[src/rtl/spi_mnrch_gen_if.sv]
// spi_mnrch_gen_if: command-side handshake and SPI pins of the monarch master.
// master = the SPI master itself, slave = command logic plus external device.
interface spi_mnrch_gen_if #(
    parameter int DATA_W = 16,
    parameter int NUM_SS = 2,
    parameter int SEL_W  = (NUM_SS > 1) ? $clog2(NUM_SS) : 1
);
    logic              snd;
    logic [DATA_W-1:0] cmd;
    logic [SEL_W-1:0]  ss_sel;
    logic [1:0]        mode;
    logic              MISO;
    logic              SCLK;
    logic              MOSI;
    logic [NUM_SS-1:0] SS_n;
    logic              busy;
    logic              done;
    logic [DATA_W-1:0] resp;

    modport master (
        input  snd, cmd, ss_sel, mode, MISO,
        output SCLK, MOSI, SS_n, busy, done, resp
    );

    modport slave (
        output snd, cmd, ss_sel, mode, MISO,
        input  SCLK, MOSI, SS_n, busy, done, resp
    );
endinterface

[src/rtl/spi_mnrch_gen.sv]
// spi_mnrch_gen: parametrised full-duplex SPI master, one word per snd.
// Word width, SCLK divider, slave count and per-transfer CPOL/CPHA.
module spi_mnrch_gen #(
    parameter int DATA_W = 16,
    parameter int DIV_W  = 5,
    parameter int NUM_SS = 2
) (
    input  logic              clk,
    input  logic              rst_n,
    spi_mnrch_gen_if.master   bus
);
    localparam int P     = 2 ** DIV_W;
    localparam int H     = P / 2;
    localparam int CNT_W = $clog2(DATA_W) + 1;

    localparam logic [DIV_W-1:0]  D_LEAD   = DIV_W'(H - 1);
    localparam logic [DIV_W-1:0]  D_HALF   = DIV_W'(H);
    localparam logic [DIV_W-1:0]  D_LAST   = '1;
    localparam logic [CNT_W-1:0]  CNT_LAST = CNT_W'(DATA_W - 1);
    localparam logic [NUM_SS-1:0] SS_ONE   = NUM_SS'(1);

    typedef enum logic [1:0] {
        IDLE,
        TRANSACT,
        BACKPORCH
    } state_t;

    state_t            state;
    state_t            state_nxt;
    logic [DIV_W-1:0]  div;
    logic [CNT_W-1:0]  bit_cnt;
    logic [DATA_W-1:0] shift_reg;
    logic [NUM_SS-1:0] ss_n;
    logic              held;
    logic              cpol;
    logic              cpha;
    logic              done_q;
    logic              sel_ok;
    logic              accept;
    logic              lead;
    logic              trail;
    logic              complete;
    logic              cap;
    logic              shift;

    assign sel_ok = 32'(bus.ss_sel) < NUM_SS;

    // Next state plus the per-cycle strobes derived from the divider phase
    always_comb begin
        state_nxt = state;
        accept    = 1'b0;
        lead      = 1'b0;
        trail     = 1'b0;
        complete  = 1'b0;
        cap       = 1'b0;
        shift     = 1'b0;
        unique case (state)
            IDLE: begin
                accept = bus.snd && sel_ok;
                if (accept) state_nxt = TRANSACT;
            end
            TRANSACT: begin
                lead  = (div == D_LEAD);
                trail = (div == D_LAST);
                if (trail && bit_cnt == CNT_LAST) state_nxt = BACKPORCH;
            end
            BACKPORCH: begin
                complete = (div == D_LEAD);
                if (complete) state_nxt = IDLE;
            end
            default: state_nxt = IDLE;
        endcase
        if (cpha) begin
            // sample just after each trailing edge; first leading edge only drives
            cap   = (state != IDLE) && (div == '0) && (bit_cnt != '0);
            shift = (lead && bit_cnt != '0) || complete;
        end else begin
            // sample just after each leading edge, shift on the trailing edge
            cap   = (state == TRANSACT) && (div == D_HALF);
            shift = trail;
        end
    end

    // State register
    always_ff @(posedge clk or negedge rst_n) begin
        if (!rst_n) state <= IDLE;
        else        state <= state_nxt;
    end

    // Free-running SCLK divider, parked at zero while idle
    always_ff @(posedge clk or negedge rst_n) begin
        if (!rst_n)                      div <= '0;
        else if (state == IDLE || complete) div <= '0;
        else                             div <= div + 1'b1;
    end

    // Counts trailing SCLK edges; bounds the data phase
    always_ff @(posedge clk or negedge rst_n) begin
        if (!rst_n)      bit_cnt <= '0;
        else if (accept) bit_cnt <= '0;
        else if (trail)  bit_cnt <= bit_cnt + 1'b1;
    end

    // Load word and mode on accept, then shift MSB out / received bit in
    always_ff @(posedge clk or negedge rst_n) begin
        if (!rst_n) begin
            shift_reg <= '0;
            cpol      <= 1'b0;
            cpha      <= 1'b0;
        end else if (accept) begin
            shift_reg <= bus.cmd;
            cpol      <= bus.mode[1];
            cpha      <= bus.mode[0];
        end else if (shift) begin
            shift_reg <= {shift_reg[DATA_W-2:0], held};
        end
    end

    // One-bit MISO holding register
    always_ff @(posedge clk or negedge rst_n) begin
        if (!rst_n)   held <= 1'b0;
        else if (cap) held <= bus.MISO;
    end

    // Slave select and completion flag
    always_ff @(posedge clk or negedge rst_n) begin
        if (!rst_n) begin
            ss_n   <= '1;
            done_q <= 1'b0;
        end else if (accept) begin
            ss_n   <= ~(SS_ONE << bus.ss_sel);
            done_q <= 1'b0;
        end else if (complete) begin
            ss_n   <= '1;
            done_q <= 1'b1;
        end
    end

    assign bus.SCLK = (div[DIV_W-1] & (state != IDLE)) ^ cpol;
    assign bus.MOSI = shift_reg[DATA_W-1];
    assign bus.SS_n = ss_n;
    assign bus.busy = (state != IDLE);
    assign bus.done = done_q;
    assign bus.resp = shift_reg;
endmodule

[src/flat_wrapper.sv]
// flat-port wrapper written by rule: the top's interface ports become plain ports
module spi_mnrch_gen_flat 
#(
    parameter int DATA_W = 16,
    parameter int DIV_W  = 5,
    parameter int NUM_SS = 2
)
  (clk, rst_n, bus_snd, bus_cmd, bus_ss_sel, bus_mode, bus_MISO, bus_SCLK, bus_MOSI, bus_SS_n, bus_busy, bus_done, bus_resp);
  spi_mnrch_gen_if #(.DATA_W(DATA_W), .NUM_SS(NUM_SS)) bus_i ();
  input  logic clk;
  input  logic rst_n;
  input wire logic [$bits(bus_i.snd)-1:0] bus_snd;
  input wire logic [$bits(bus_i.cmd)-1:0] bus_cmd;
  input wire logic [$bits(bus_i.ss_sel)-1:0] bus_ss_sel;
  input wire logic [$bits(bus_i.mode)-1:0] bus_mode;
  input wire logic [$bits(bus_i.MISO)-1:0] bus_MISO;
  output wire logic [$bits(bus_i.SCLK)-1:0] bus_SCLK;
  output wire logic [$bits(bus_i.MOSI)-1:0] bus_MOSI;
  output wire logic [$bits(bus_i.SS_n)-1:0] bus_SS_n;
  output wire logic [$bits(bus_i.busy)-1:0] bus_busy;
  output wire logic [$bits(bus_i.done)-1:0] bus_done;
  output wire logic [$bits(bus_i.resp)-1:0] bus_resp;
  assign bus_i.snd = bus_snd;
  assign bus_i.cmd = bus_cmd;
  assign bus_i.ss_sel = bus_ss_sel;
  assign bus_i.mode = bus_mode;
  assign bus_i.MISO = bus_MISO;
  assign bus_SCLK = bus_i.SCLK;
  assign bus_MOSI = bus_i.MOSI;
  assign bus_SS_n = bus_i.SS_n;
  assign bus_busy = bus_i.busy;
  assign bus_done = bus_i.done;
  assign bus_resp = bus_i.resp;
  spi_mnrch_gen #(.DATA_W(DATA_W), .DIV_W(DIV_W), .NUM_SS(NUM_SS)) u_core (.clk(clk), .rst_n(rst_n), .bus(bus_i));
endmodule
[config.mk]
export PLATFORM = sky130hd
export DESIGN_NAME = spi_mnrch_gen_flat
export DESIGN_NICKNAME = d
export VERILOG_FILES = /design/src/rtl/spi_mnrch_gen_if.sv /design/src/rtl/spi_mnrch_gen.sv /design/src/flat_wrapper.sv
export SDC_FILE = /design/constraint.sdc
export NUM_CORES = 1
export LEC_CHECK = 0
export BUFFER_PORTS_ARGS = -buffer_cell sky130_fd_sc_hd__buf_4
export CAP_MARGIN = 20
export CORE_MARGIN = 2
export CORE_UTILIZATION = 59
export CTS_BUF_LIST = sky130_fd_sc_hd__clkbuf_4
export DETAILED_ROUTE_END_ITERATION = 8
export PLACE_DENSITY = 0.92
export SKIP_LAST_GASP = 1
export SLEW_MARGIN = 40
export SYNTH_ARGS = -nofsm -noshare
export SYNTH_HDL_FRONTEND = slang
export SYNTH_SLANG_ARGS = --single-unit
[constraint.sdc]
create_clock -name clk -period 4.3 [get_ports clk]
set_clock_uncertainty 0.1 [all_clocks]
set_input_delay 0.43 -clock clk [delete_from_list [all_inputs] [get_ports clk]]
set_output_delay 0.43 -clock clk [all_outputs]
set_load 0.03 [all_outputs]
# == Yosys cells after proc, flatten, opt, wreduce, memory -nomap -nowiden ==
# Index checks and enable logic that the tools add are counted.
# W data, S select, Z words.
# word_totals
regBits,34
inputBits,23
elab_cells,58
# classes
n_addsub,2
n_eq_ne,9
shifts,1
muxes,19
bitwise_logic,3
reduce_logical,15
# op_table
cell,count
$mux W16,2
$mux W5,3
$add A5 B1 Y5 const B,2
$eq A5 B4 Y1 const B,2
$eq A5 B5 Y1 const B,2
$mux W2,5
$mux W1,8
$reduce_bool A2 Y1,4
$pmux W2 S3,1
$logic_and A1 B1 Y1,5
$logic_not A5 Y1,1
$reduce_bool A5 Y1,1
$ne A2 B1 Y1 const B,2
$reduce_and A3 Y1,1
$eq A2 B1 Y1 const B,1
$eq A2 B2 Y1 const B,1
$logic_not A2 Y1,1
$logic_or A1 B1 Y1,2
$ne A2 B2 Y1 const B,1
$not A2 Y2,1
$shl A1 B1 Y2 const A,1
$and A1 B1 Y1,1
$xor A1 B1 Y1,1

# == Logic depth before layout (Yosys ltp) ==
# logic_depth
ltp_word,7
depth_mapped,9

# == Worst setup path before layout ==
# No wires, ideal clock.
# synth_timing
path_type,register to register
start,register u_core.div[0]
end,"register u_core.shift_reg[10], in the netlist u_core.bus.resp[10]"
arrival_ns,2.203
required_time_ns,4.075
path_slack_ns,1.873
path_stages_with_launch,10
path_buffers,2
cell_sequence,dfrtp_1 -> ha_1 -> and3_1 -> ha_1 -> clkbuf_1 -> nand3b_1 -> a21oi_1 -> a311oi_4 -> buf_6 -> mux2_2
# synth_between
elab_chain_len,6
# synth_lines
item,line_no,text
from (decl),spi_mnrch_gen.sv:30,logic [DIV_W-1:0] div;
from (signal assigned),spi_mnrch_gen.sv:94,else div <= div + 1'b1;
$eq A5 B4 Y1,"spi_mnrch_gen.sv:63, spi_mnrch_gen.sv:68",
$mux W1,spi_mnrch_gen.sv:57,unique case (state)
$logic_and A1 B1 Y1,spi_mnrch_gen.sv:76,shift = (lead && bit_cnt != '0) || complete;
$logic_or A1 B1 Y1,spi_mnrch_gen.sv:76,
$mux W1 *,spi_mnrch_gen.sv:73,if (cpha) begin
$reduce_bool A2 Y1 (no line) *,--,
to (signal assigned),spi_mnrch_gen.sv:111,shift_reg <= bus.cmd;
to (signal assigned),spi_mnrch_gen.sv:115,"shift_reg <= {shift_reg[DATA_W-2:0], held};"
to (decl),spi_mnrch_gen.sv:32,logic [DATA_W-1:0] shift_reg;
# Every way passes the cells marked *; elsewhere a longest branch is shown, timed or not.
# A chain may end at the register's enable or synchronous reset.

# == Worst setup path in the final report ==
# layout_timing
start,register u_core.div[0]
end,"register u_core.shift_reg[3], in the netlist u_core.bus.resp[3]"
# The elaborated chain is that of the path after synthesis.

==> impl_results.md <==
- Worst-path fanout max: 11
- Core area: about 3000 um^2
- YS warnings: 0
- Post-Place Cells: 220
- I/O Buffers: 44
- Seq cells post-synth: 34
- Initial antenna violation count: 0
- Residual DRC: 0
- Largest net degree at the start of global routing: 35
- Syn Std Cell Area: 1830 um^2
- Die Y: ~60 um
- Number of flops mapped to enable cells by yosys: 0
- Post-synth net total: 180
- Post-synthesis sequential area ratio: 0.467
- Share of cells above drive strength 1: 0.472
- Main synth FF type: dfrtp_1
- WL per Instance: 15.3 um
- Max_slew headroom: 0.459
- Area Overhead vs Synth: 20.5%
- Status: finished clean
- VDD IR max: 282 uV
- Worst-Skew Late Latency: 350 ps
- Reg2Reg Setup Slack: about 1600 ps
- First-pass GRT wire length: roughly 5700 um
- N_diodes: 0
- Vias per inst: ~5.7
- Worst path top cell family by delay: adder cells
- Row count: 20
- Worst hold stages: 2
- Worst path required time: roughly 4400 ps
- Synth Area in Simple Gates: 0.103
- Post-CTS sizing: 0
- RSZ-0062 raised after global routing: false
- Final HPWL from detailed placement: between 2000 and 3000 um
- GRT Total Usage: 0.223
- Ys async rst share: 1.00
- H-tree levels: 2
- Hold buffer count at CTS: 1
- Clock sinks: 34
- Fin crit share: 0.622
- Syn avg cell area: approximately 12 um^2
- Multiplexer share of the synthesized area: 0.221
- Die ar.: 3560 um^2
- Slowest stage cell, crit path: dfrtp_1
- Io pins: 45
- Maximum root-to-sink buffer count: 2
- Post-synthesis xor/xnor area fraction: 0.0144
- Reg2reg end: u_core.bus.resp[3]
- Vias in the first global route: between 1,000 and 1,500
- Worst path max stage delay: around 420 ps
- CP Buf/Inv Count: 1
- Synth area leaders: dfrtp_1 44%, mux2_2 22%, ha_1 4.8%, buf_6 3.1%, dfstp_2 2.9%
- Post-layout net count: between 200 and 250
- Hold Fails Final Rpt: 0
- First-pass DRT Iterations: 4
- Via Count: 1,306
- Crit path depth: 8
- R2r worst-path depth: 8
- CP Launch Type: flop
- Post-layout min period: 2670 ps
- Mapped Cells: 150
- Critical Path AT: approximately 2800 ps
- Min-delay worst type: in2reg
- Post-Layout Cell Count: 230
- Clock transition at path regs: around 100 ps
- Synth top area share: 0.438
- Crit path cell chain: ha_1 > and3_1 > ha_1 > nand3b_1 > a21oi_1 > a311oi_4 > buf_4 > mux2_2
- Drt total wl: between 3000 and 4000 um
- Unique masters post-synth: 35
- Global route overflow: 0
- Post-synth top area cell: dfrtp_1
- Worst hold-check slack: roughly 210 ps
- Adder-cell share of the synthesized area: 0.0479
- Fin. max-slew vios: 0
- Largest family of logic cells by synthesized area: multiplexers
- Gp weighted congestion: 0.754
- P per Cell Area: between 500 and 600 nW/um^2
- Post-CTS Setup Bufs: 0
- Post-synthesis compound-gate area fraction: 0.0917
- CP Capture Point: u_core.bus.resp[3]
- Max cap viols: 0
- Setup violators final: 0
- CTS tree: yes
- CTS Root Cell: clkbuf_4
- Crit path top cell by count: ha_1
- Crit end category: flop
- Pleak: 1.14 nW
- Most frequent cells in the layout: 45 x buf_4, 35 x mux2_2, 32 x dfrtp_1
- Tot Pwr: 1.22 mW
- Final TNS setup: 0 ps
- Top achievable clock speed: between 300 and 400 MHz
- Antenna Nets Post-Route: 0
- Die width: approximately 60 um
- Initial core utilization: 0.609
- WS Path Type: reg2reg
- Tightest Pin Transition: 812 ps
- FF-to-FF Start: u_core.div[0]
- Commonest non-fill, non-tap cell in the layout: buf_4
- Worst Setup SP: u_core.div[0]
- CTS Buf Count: 5
- Initial DRC count: 39
-- per-stage QoR --
stage          setup WS (ps)  utilization  instance area, um^2
2_1_floorplan           1870            -                 1830
3_3_place_gp            1660        0.710                 2130
3_5_place_dp            1550        0.710                 2130
4_1_cts                 1520        0.731                 2200
5_1_grt                 1490        0.734                 2200
6_report                1630        0.734                 2200
-- worst min-delay path by stage --
stage,from,slack (ps),end
finish,bus_MISO,210,u_core.held
detailed placement,rst_n,300,u_core.bus.resp[3]
CTS,bus_MISO,200,u_core.held
global placement,rst_n,290,u_core.bus.resp[3]
global route,bus_MISO,190,u_core.held
floorplan,rst_n,30,u_core.bit_cnt[0]
-- per-layer routing --
layer  global-route usage  part of all wire  vias to the layer above  routed length [um]
li1                     -                 -                      626                   -
met3               0.0758             0.068                       11                 240
met5                    0                 0                        -                   0
met1                0.272              0.41                      618                1450
met4               0.0857             0.024                        0                  86
met2                0.363              0.49                       51                1740
-- worst reg2reg max path: stages, from the launching register on --
cell and delay [ps]:
dfrtp_1 420, ha_1 240, and3_1 210, ha_1 300, nand3b_1 140, a21oi_1 110, a311oi_4 410, buf_4 280
mux2_2 360
-- cells in the mapped netlist (3+ instances only) --
cell / number
a21oi_1: 3
a22o_1: 4
buf_6: 5
dfrtp_1: 32
ha_1: 7
inv_1: 9
mux2_2: 35
nand2_1: 9
nand2b_1: 3
nor2_1: 7
o21ai_0: 3
o22a_1: 4
-- area by class of cell --
class	count	area (um^2)
clock buffers	6	45.0
clock inverters	2	8.76
fillers	215	800
inverters	9	33.8
multi-input cells	100	873
flip-flops and latches	34	853
well taps	33	41.3
repair buffers	46	348
-- kinds of logic (layout without fill, tap and decap cells) --
group / count (synthesis) / count (layout)
multiplexers: 36 / 36
flip-flops: 34 / 34
AND/OR/NAND/NOR: 33 / 33
AO/OA/AOI/OAI: 21 / 21
buffers and inverters: 16 / 63
adder cells (fa/ha/maj): 7 / 7
XOR/XNOR: 3 / 3
-- state kept, by name, indices dropped and copies added, names as in the netlist --
register / count
u_core.bit_cnt: 5
u_core.bus.SS_n: 2
u_core.bus.done: 1
u_core.bus.resp: 16
u_core.cpha: 1
u_core.cpol: 1
u_core.div: 5
u_core.held: 1
u_core.state: 2
-- power breakdown --
part | internal [mW] | leakage, nW | switching (mW)
Clock | 0.0676 | 0.0331 | 0.105
Sequential | 0.420 | 0.434 | 0.0851
Combinational | 0.267 | 0.672 | 0.279
Total | 0.755 | 1.14 | 0.469
Power figures use the tool's default switching activity.
